<file path="src/rtl/desenha_pkg.sv">
// -----------------------------------------------------------------------------
// desenha_pkg
// Shared constants for the sprite glyph renderer:
//   glyph_e      - glyph selection codes (blank, X, O, box)
//   COLOR_W      - width of the packed {R,G,B} colour word
//   PIPE_LATENCY - clock edges from a pixel's h_counter being sampled to its
//                  hit/R/G/B appearing on the outputs
// -----------------------------------------------------------------------------
package desenha_pkg;

    typedef enum logic [1:0] {
        GLYPH_BLANK = 2'd0,
        GLYPH_X     = 2'd1,
        GLYPH_O     = 2'd2,
        GLYPH_BOX   = 2'd3
    } glyph_e;

    localparam int COLOR_W      = 24;
    localparam int PIPE_LATENCY = 2;

endpackage

</file>
<file path="src/rtl/desenha_eixo.sv">
// -----------------------------------------------------------------------------
// desenha_eixo
// One axis of the glyph raster walker.
// It is used twice: once for rows, stepped at each line start, and once for
// columns, stepped every pixel. The axis starts when the beam counter equals
// the start position. While active it repeats each source index `scale`
// times, then stops after GLYPH_SIZE*scale steps. The counters never wrap.
// Ports:
//   clk, reset_n : pixel clock, asynchronous active-low reset
//   i_step       : advance/evaluate this axis on this cycle
//   i_clear      : deactivate (line or frame boundary) unless a start matches
//   i_counter    : beam counter for this axis (h or v)
//   i_start      : glyph start coordinate on this axis
//   i_scale      : integer scale, already forced to >= 1
//   o_idx        : current source index (row or column of the glyph)
//   o_act        : axis is inside the glyph
// -----------------------------------------------------------------------------
module desenha_eixo #(
    parameter int GLYPH_SIZE = 8,
    parameter int SCALE_W    = 4,
    parameter int CNT_W      = 10,
    parameter int IDX_W      = $clog2(GLYPH_SIZE)
) (
    input  logic               clk,
    input  logic               reset_n,
    input  logic               i_step,
    input  logic               i_clear,
    input  logic [CNT_W-1:0]   i_counter,
    input  logic [CNT_W-1:0]   i_start,
    input  logic [SCALE_W-1:0] i_scale,
    output logic [IDX_W-1:0]   o_idx,
    output logic               o_act
);

    logic [IDX_W-1:0]   r_idx;
    logic [SCALE_W-1:0] r_sub;
    logic               r_act;
    logic               w_sub_last;
    logic               w_idx_last;

    assign w_sub_last = (r_sub == i_scale - 1'b1);
    assign w_idx_last = (r_idx == IDX_W'(GLYPH_SIZE - 1));

    // NOTE: state registers take non-blocking assignments so every flop samples pre-edge values.
    always_ff @(posedge clk or negedge reset_n) begin
        if (!reset_n) begin
            r_idx <= '0;
            r_sub <= '0;
            r_act <= 1'b0;
        end else if (i_step) begin
            if (i_counter == i_start) begin
                r_idx <= '0;
                r_sub <= '0;
                r_act <= 1'b1;
            end else if (i_clear) begin
                // Leaving the line/frame truncates the glyph instead of wrapping it.
                r_act <= 1'b0;
            end else if (r_act) begin
                if (w_sub_last) begin
                    r_sub <= '0;
                    if (w_idx_last) r_act <= 1'b0;
                    else            r_idx <= r_idx + 1'b1;
                end else begin
                    r_sub <= r_sub + 1'b1;
                end
            end
        end
    end

    assign o_idx = r_idx;
    assign o_act = r_act;

endmodule

</file>
<file path="src/rtl/desenha_sprite.sv">
// -----------------------------------------------------------------------------
// desenha_sprite
// Renders one procedurally generated glyph (blank, X, O, box) at a runtime
// position, integer scale and 24-bit colour. All controls are shadowed at
// frame start (h=0, v=0), so updates do not tear. The output pipeline is
// two stages deep: the pixel sampled at edge t appears after edge t+2.
// Optional build macro: DESENHA_SPRITE_BLINK_EN. When it is defined, the
// sprite blinks with a half-period of BLINK_FRAMES frames while blink=1.
// Ports:
//   clk, reset_n         : pixel clock, asynchronous active-low reset
//   h_counter, v_counter : beam position from the VGA timing generator
//   pos_x, pos_y         : glyph top-left corner
//   glyph_sel            : glyph_e code
//   scale                : integer scale (0 behaves as 1)
//   color                : {R,G,B} foreground
//   enable, blink        : visibility and blink request
//   hit, R, G, B         : foreground flag and pixel colour (black when no hit)
// -----------------------------------------------------------------------------
module desenha_sprite
    import desenha_pkg::*;
#(
    parameter int GLYPH_SIZE   = 8,
    parameter int SCALE_W      = 4,
    parameter int BLINK_FRAMES = 30
) (
    input  logic               clk,
    input  logic               reset_n,
    input  logic [9:0]         h_counter,
    input  logic [9:0]         v_counter,
    input  logic [9:0]         pos_x,
    input  logic [9:0]         pos_y,
    input  logic [1:0]         glyph_sel,
    input  logic [SCALE_W-1:0] scale,
    input  logic [COLOR_W-1:0] color,
    input  logic               enable,
    input  logic               blink,
    output logic               hit,
    output logic [7:0]         R,
    output logic [7:0]         G,
    output logic [7:0]         B
);

    localparam int IDX_W = $clog2(GLYPH_SIZE);
    localparam logic [IDX_W-1:0] LAST = IDX_W'(GLYPH_SIZE - 1);

    logic               w_frame_start;
    logic               w_line_start;
    logic [SCALE_W-1:0] w_scale_in;
    logic [9:0]         w_pos_x;
    logic [9:0]         w_pos_y;
    logic [SCALE_W-1:0] w_scale;

    logic [9:0]         r_sh_pos_x;
    logic [9:0]         r_sh_pos_y;
    glyph_e             r_sh_glyph;
    logic [SCALE_W-1:0] r_sh_scale;
    logic [COLOR_W-1:0] r_sh_color;
    logic               r_sh_enable;

    logic [IDX_W-1:0]   w_row;
    logic [IDX_W-1:0]   w_col;
    logic               w_row_act;
    logic               w_col_act;
    logic               w_visible;
    logic               w_pattern;

    logic               r_pix_on;
    logic               r_hit;
    logic [COLOR_W-1:0] r_rgb;

    assign w_frame_start = (h_counter == '0) && (v_counter == '0);
    assign w_line_start  = (h_counter == '0);
    assign w_scale_in    = (scale == '0) ? SCALE_W'(1) : scale;

    // On the frame-start edge the axes must already see the new values, so a
    // glyph at pos_y=0 (or pos_x=0) starts on the same edge it is latched.
    assign w_pos_x = w_frame_start ? pos_x      : r_sh_pos_x;
    assign w_pos_y = w_frame_start ? pos_y      : r_sh_pos_y;
    assign w_scale = w_frame_start ? w_scale_in : r_sh_scale;

    always_ff @(posedge clk or negedge reset_n) begin
        if (!reset_n) begin
            r_sh_pos_x  <= '0;
            r_sh_pos_y  <= '0;
            r_sh_glyph  <= GLYPH_BLANK;
            r_sh_scale  <= SCALE_W'(1);
            r_sh_color  <= '0;
            r_sh_enable <= 1'b0;
        end else if (w_frame_start) begin
            r_sh_pos_x  <= pos_x;
            r_sh_pos_y  <= pos_y;
            r_sh_glyph  <= glyph_e'(glyph_sel);
            r_sh_scale  <= w_scale_in;
            r_sh_color  <= color;
            r_sh_enable <= enable;
        end
    end

    desenha_eixo #(
        .GLYPH_SIZE (GLYPH_SIZE),
        .SCALE_W    (SCALE_W),
        .CNT_W      (10),
        .IDX_W      (IDX_W)
    ) u_row (
        .clk       (clk),
        .reset_n   (reset_n),
        .i_step    (w_line_start),
        .i_clear   (w_frame_start),
        .i_counter (v_counter),
        .i_start   (w_pos_y),
        .i_scale   (w_scale),
        .o_idx     (w_row),
        .o_act     (w_row_act)
    );

    desenha_eixo #(
        .GLYPH_SIZE (GLYPH_SIZE),
        .SCALE_W    (SCALE_W),
        .CNT_W      (10),
        .IDX_W      (IDX_W)
    ) u_col (
        .clk       (clk),
        .reset_n   (reset_n),
        .i_step    (1'b1),
        .i_clear   (w_line_start),
        .i_counter (h_counter),
        .i_start   (w_pos_x),
        .i_scale   (w_scale),
        .o_idx     (w_col),
        .o_act     (w_col_act)
    );

`ifdef DESENHA_SPRITE_BLINK_EN
    localparam int FRAME_W = (BLINK_FRAMES > 1) ? $clog2(BLINK_FRAMES) : 1;

    logic [FRAME_W-1:0] r_frame_cnt;
    logic               r_phase;
    logic               r_sh_visible;

    // Visibility is shadowed from the phase before this frame's update, so
    // frames 0..BLINK_FRAMES-1 after reset are hidden, the next half-period shown.
    always_ff @(posedge clk or negedge reset_n) begin
        if (!reset_n) begin
            r_frame_cnt  <= '0;
            r_phase      <= 1'b0;
            r_sh_visible <= 1'b0;
        end else if (w_frame_start) begin
            r_sh_visible <= !blink | r_phase;
            if (r_frame_cnt == FRAME_W'(BLINK_FRAMES - 1)) begin
                r_frame_cnt <= '0;
                r_phase     <= ~r_phase;
            end else begin
                r_frame_cnt <= r_frame_cnt + 1'b1;
            end
        end
    end

    assign w_visible = r_sh_visible;
`else
    // Blink is not built in this configuration; its inputs are intentionally dead.
    logic w_unused_blink;
    assign w_unused_blink = blink & (BLINK_FRAMES > 0);
    assign w_visible      = 1'b1;
`endif

    // NOTE: every combinational output gets a default first, so no path can infer a latch.
    always_comb begin
        w_pattern = 1'b0;
        case (r_sh_glyph)
            GLYPH_X:   w_pattern = (w_col == w_row) || (w_col == LAST - w_row);
            GLYPH_O:   w_pattern = ((w_row == '0 || w_row == LAST) && w_col != '0 && w_col != LAST) ||
                                   ((w_col == '0 || w_col == LAST) && w_row != '0 && w_row != LAST);
            GLYPH_BOX: w_pattern = (w_row == '0) || (w_row == LAST) || (w_col == '0) || (w_col == LAST);
            default:   w_pattern = 1'b0;
        endcase
    end

    always_ff @(posedge clk or negedge reset_n) begin
        if (!reset_n) begin
            r_pix_on <= 1'b0;
            r_hit    <= 1'b0;
            r_rgb    <= '0;
        end else begin
            r_pix_on <= w_row_act & w_col_act & w_pattern & r_sh_enable & w_visible;
            r_hit    <= r_pix_on;
            r_rgb    <= r_pix_on ? r_sh_color : '0;
        end
    end

    assign hit       = r_hit;
    assign {R, G, B} = r_rgb;

endmodule

</file>
<file path="config.mk">
export PLATFORM = sky130hd
export DESIGN_NAME = desenha_sprite
export DESIGN_NICKNAME = d
export VERILOG_FILES = /design/src/rtl/desenha_pkg.sv /design/src/rtl/desenha_eixo.sv /design/src/rtl/desenha_sprite.sv
export SDC_FILE = /design/constraint.sdc
export NUM_CORES = 1
export LEC_CHECK = 0
export CORE_MARGIN = 10
export CORE_UTILIZATION = 33
export DETAILED_ROUTE_END_ITERATION = 10
export SLEW_MARGIN = 20
export SYNTH_ARGS = -nofsm -noshare
export SYNTH_HDL_FRONTEND = slang
export SYNTH_HIERARCHICAL = 1
export SYNTH_SLANG_ARGS = --single-unit
</file>
<file path="constraint.sdc">
create_clock -name clk -period 2.91 [get_ports clk]
set_clock_uncertainty 0.2 [all_clocks]
set_input_delay 0.873 -clock clk [delete_from_list [all_inputs] [get_ports clk]]
set_output_delay 0.873 -clock clk [all_outputs]
set_load 0.02 [all_outputs]
</file>
==> metrics.md <==
| Metric | Value |
|---|---|
| Outcome | complete, but fails checks |
| Violated checks | setup timing |
| Post-Syn Area | 4197 sq um |
| Register bit count reported by yosys | between 90 and 100 |
| Cell count after placement | 640 |
| Top-area cell type share of the netlist area | approximately 55% |
| Full die area | 17630 sq um |
| Worst EP required | around 3 ns |
| Dominant cell type by area after synthesis | sky130_fd_sc_hd__dfrtp_1 |
| Drc violations | 0 |
| CP max-delay cell | sky130_fd_sc_hd__mux2_4 |
| Mean area per synthesized cell | about 13 sq um |
| I/O pin count | 99 |
| Adder and majority cell fraction of the synthesized area | between 2 and 2.5% |
| Total area of multi-input combinational cells | between 2000 and 2500 sq um |
| Total power divided by cell area | ~420 nW/um^2 |
| Average via count per standard cell | 4.592 |
| Number of buffers on the longest clock path | 2 |
| Number of search-and-repair iterations in the first detailed-routing pass | 4 |
| Period utilisation layout | 116.3% |
| Pin count of the biggest net entering global routing | 37 |
| Commonest non-fill, non-tap cell in the layout | sky130_fd_sc_hd__dfrtp_1 |
| Routed WL per cell | 15.03 um |
| Worst max-slew margin expressed relative to the limit | approximately three fifths |
| Leading post-synthesis cells by cell area | sky130_fd_sc_hd__dfrtp_1 (55%), sky130_fd_sc_hd__mux2_2 (12%), sky130_fd_sc_hd__xor2_1 (3.8%), sky130_fd_sc_hd__and2_1 (3.6%), sky130_fd_sc_hd__xnor2_1 (2.7%) |
| Share of flip-flops with an asynchronous set or reset after synthesis | 100.0% |
| Clock root cell | sky130_fd_sc_hd__clkbuf_16 |
| Max cap viols | 0 |
| Portion of netlist area occupied by mux cells | between 10 and 15% |
| Worst setup EP type | flop |
| Top library cells by usage in the layout, fill and taps aside | sky130_fd_sc_hd__dfrtp_1 (92), sky130_fd_sc_hd__clkdlybuf4s50_1 (76), sky130_fd_sc_hd__buf_4 (57) |
| Sequential cell area | 2328 sq um |
| RSZ-0062 raised after global routing | true |
| CTS clk-pin slew, worst paths | approximately 0.060 ns |
| Cell family contributing the most delay on the critical path | simple AND/OR/NAND/NOR gates |
| Fmax | between 0.2 and 0.3 GHz |
| Count of cell types in the netlist | 41 |
| Detailed-route via count | 3054 |
| Layout Nets | between 500 and 600 |
| Class of the most critical hold timing path | reg2reg |
| Total clock buffers created by CTS | 9 |
| Count of standard-cell rows | 41 |
| Total routing resource utilization after global routing | 11.72% |
| Worst Path Class, Setup | in2reg |
| Total count of hold-check failures in the final report | 0 |
| Cell-by-cell listing of the critical path | buf_4 > nor4_4 > nand3_2 > nor2_4 > buf_12 > buf_8 > mux2_4 > buf_4 > nor3_4 > xnor2_2 > nand3_1 > a21o_1 > mux2_4 |
| Minimum clock period after layout | between 3 and 4 ns |
| Arrival time of data at the critical path endpoint | around 3.4 ns |
| Slew of the pin with the lowest slew margin | around 0.63 ns |
| Total setup violations reported at the end of the flow | 16 |
| Share of the synthesized area in compound gates (AO/OA/AOI/OAI) | around 5% |
| Die Span Y | between 100 and 150 um |
| Post-placement worst setup slack | -1.380 ns |
| Critical path launch point type | input pin |
| Synth Warn # | 6 |
| # hold bufs at CTS | 0 |
| Final WS setup | -0.4748 ns |
| Horizontal die dimension | 132.8 um |
| Share of cells above drive strength 1 | between 30% and 40% |
| DR iter-0 viols | around 150 |
| Worst skew pair latency | roughly 0.34 ns |
| Total buffers and inverters traversed by the critical path | 4 |
| First-pass GRT wire length | between 15000 and 20000 um |
| IR drop worst, VDD | around 0.32 mV |
| Share of the yosys chip area belonging to registers | a little under three fifths |
| Layout overhead on the synthesized area | 50.51% |
| Total congestion overflow after global routing | 0 |
| Top flip-flop cell by instance count after synthesis | sky130_fd_sc_hd__dfrtp_1 |
| Number of standard cells after synthesis | ~320 |
| Placeable core region | about 13000 sq um |
| H-tree level count | 3 |
| Number of enable flip-flop cells after synthesis | 0 |
| TritonCTS sink count | 93 |
| Xor and xnor fraction of the mapped netlist area | 7.603% |
| Number of global-route vias before repair | 3234 |
| Simple logic cell fraction of the synthesized area | between 10% and 20% |
| CP max FO | 8 |
| TritonCTS clock tree | built |
| Final weighted congestion in routability-driven placement | between 0.8 and 0.9 |
| Final Instance Count excl. Fillers | around 670 |
| Effective utilization at floorplan | 33.53% |
| Combinational family with the most area after synthesis | multiplexers |
| Leak pwr | between 2 and 3 nW |
| Number of antenna violations at the first check in global routing | 0 |
| Port-buffer cells | just under 100 |
| Routed wire length | 9998 um |
| Post-detail-place hpwl | 7434 um |
| Number of nets still failing antenna checks after routing | 0 |
| Count of final max-slew check failures | 0 |
| Biggest cell delay along the critical path | roughly 0.32 ns |
| Number of diodes added for antenna fixing | 0 |
| Number of inserted filler cells in the final layout | 1148 |
[per-stage QoR]
stage	total power, mW	util, %	cell area (sq um)	hold WS, ns	setup TNS [ns]
after CTS	2.681	49.91	6247	0.2789	-5.811
final	2.638	50.46	6316	0.2729	-6.034
after detailed placement	1.575	46.51	5822	0.2628	-28.64
after global placement	1.573	46.51	5822	0.2571	-27.53
after global routing	2.756	50.46	6316	0.2909	-7.866
after floorplan	1.397	-	4294	0.2192	-8.406
[power breakdown]
part	switching, mW	internal [mW]
combinational	0.0860	0.144
clock	0.489	0.599
sequential	0.0163	1.30
total	0.591	2.05
[path summary, 6_finish.rpt]
check / from / endpoint / slack, ns / depth (start not counted)
min reg2reg: r_sh_color[20]$_DFFE_PN0P_ / r_rgb[20]$_DFF_PN0_ / 0.27 / 1
max reg2reg: r_sh_scale[0]$_DFF_PN1_ / u_col/o_idx[0]$_DFFE_PN0P_ / 0.44 / 9
max: v_counter[5] / u_col/o_idx[0]$_DFFE_PN0P_ / -0.47 / 13
max in group asynchronous: reset_n / r_sh_pos_y[1]$_DFF_PN0_ / 1.52 / 2
min in group asynchronous: reset_n / r_rgb[18]$_DFF_PN0_ / 0.28 / 1
min: r_sh_color[20]$_DFFE_PN0P_ / r_rgb[20]$_DFF_PN0_ / 0.27 / 1
[layer usage]
metal / global-route usage [%] / up-vias / wire (um)
met5: 0 / - / 0
met4: 5.562 / 0 / 185
met2: 17.74 / 90 / 4580
li1: - / 1478 / -
met3: 3.558 / 12 / 524
met1: 14.96 / 1474 / 4708
[cell usage after synthesis, types with 3 or more instances]
master                    number
sky130_fd_sc_hd__mux2_1        7
sky130_fd_sc_hd__nor3b_1       3
sky130_fd_sc_hd__nor2_1       11
sky130_fd_sc_hd__o21ai_0       7
sky130_fd_sc_hd__dfrtp_1      92
sky130_fd_sc_hd__nand4_1       4
sky130_fd_sc_hd__a21oi_1       5
sky130_fd_sc_hd__buf_6         5
sky130_fd_sc_hd__nor4_1        7
sky130_fd_sc_hd__xor2_1       18
sky130_fd_sc_hd__mux2_2       45
sky130_fd_sc_hd__and2_1       24
sky130_fd_sc_hd__xnor2_1      13
sky130_fd_sc_hd__nand3_1       7
sky130_fd_sc_hd__nor3_1        8
sky130_fd_sc_hd__nand2_1       8
sky130_fd_sc_hd__inv_1         9
sky130_fd_sc_hd__ha_1          8
sky130_fd_sc_hd__a22o_2        4
sky130_fd_sc_hd__and3_1        3
[state kept, by name (all words and copies together) (netlist names)]
name	cells
u_row/r_sub	4
u_row/o_idx	3
u_col/r_sub	4
r_rgb	24
hit	1
r_sh_scale	4
r_sh_pos_x	10
r_pix_on	1
r_sh_enable	1
r_sh_glyph	2
r_sh_pos_y	10
u_col/o_idx	3
r_sh_color	24
u_row/o_act	1
u_col/o_act	1
[what timing repair did]
item / in CTS / in global routing
endpoints found under the setup margin: 18 / 16
gates resized for setup: 82 / 23
buffers inserted: 10 / 0
pin swaps: 26 / 4
[layout make-up]
type / count / area share [%]
Sequential cell: 93 / 36.87
Multi-Input combinational cell: 218 / 32.03
Timing Repair Buffer: 158 / 22.78
Clock buffer: 10 / 3.784
Tap cell: 172 / 3.407
Inverter: 9 / 0.5745
Clock inverter: 5 / 0.5547
[cell families (layout without fill, tap and decap cells)]
kind of cell	count (synthesis)	after routing
other	1	5
muxes	54	54
and+or+nand+nor	88	88
DFF	93	93
buffers and inverters	16	182
adders and majority gates	8	8
xor gates and xnor gates	33	33
AOI/OAI and AO/OA	30	30
Note: power is estimated with default switching activity, not from simulation.
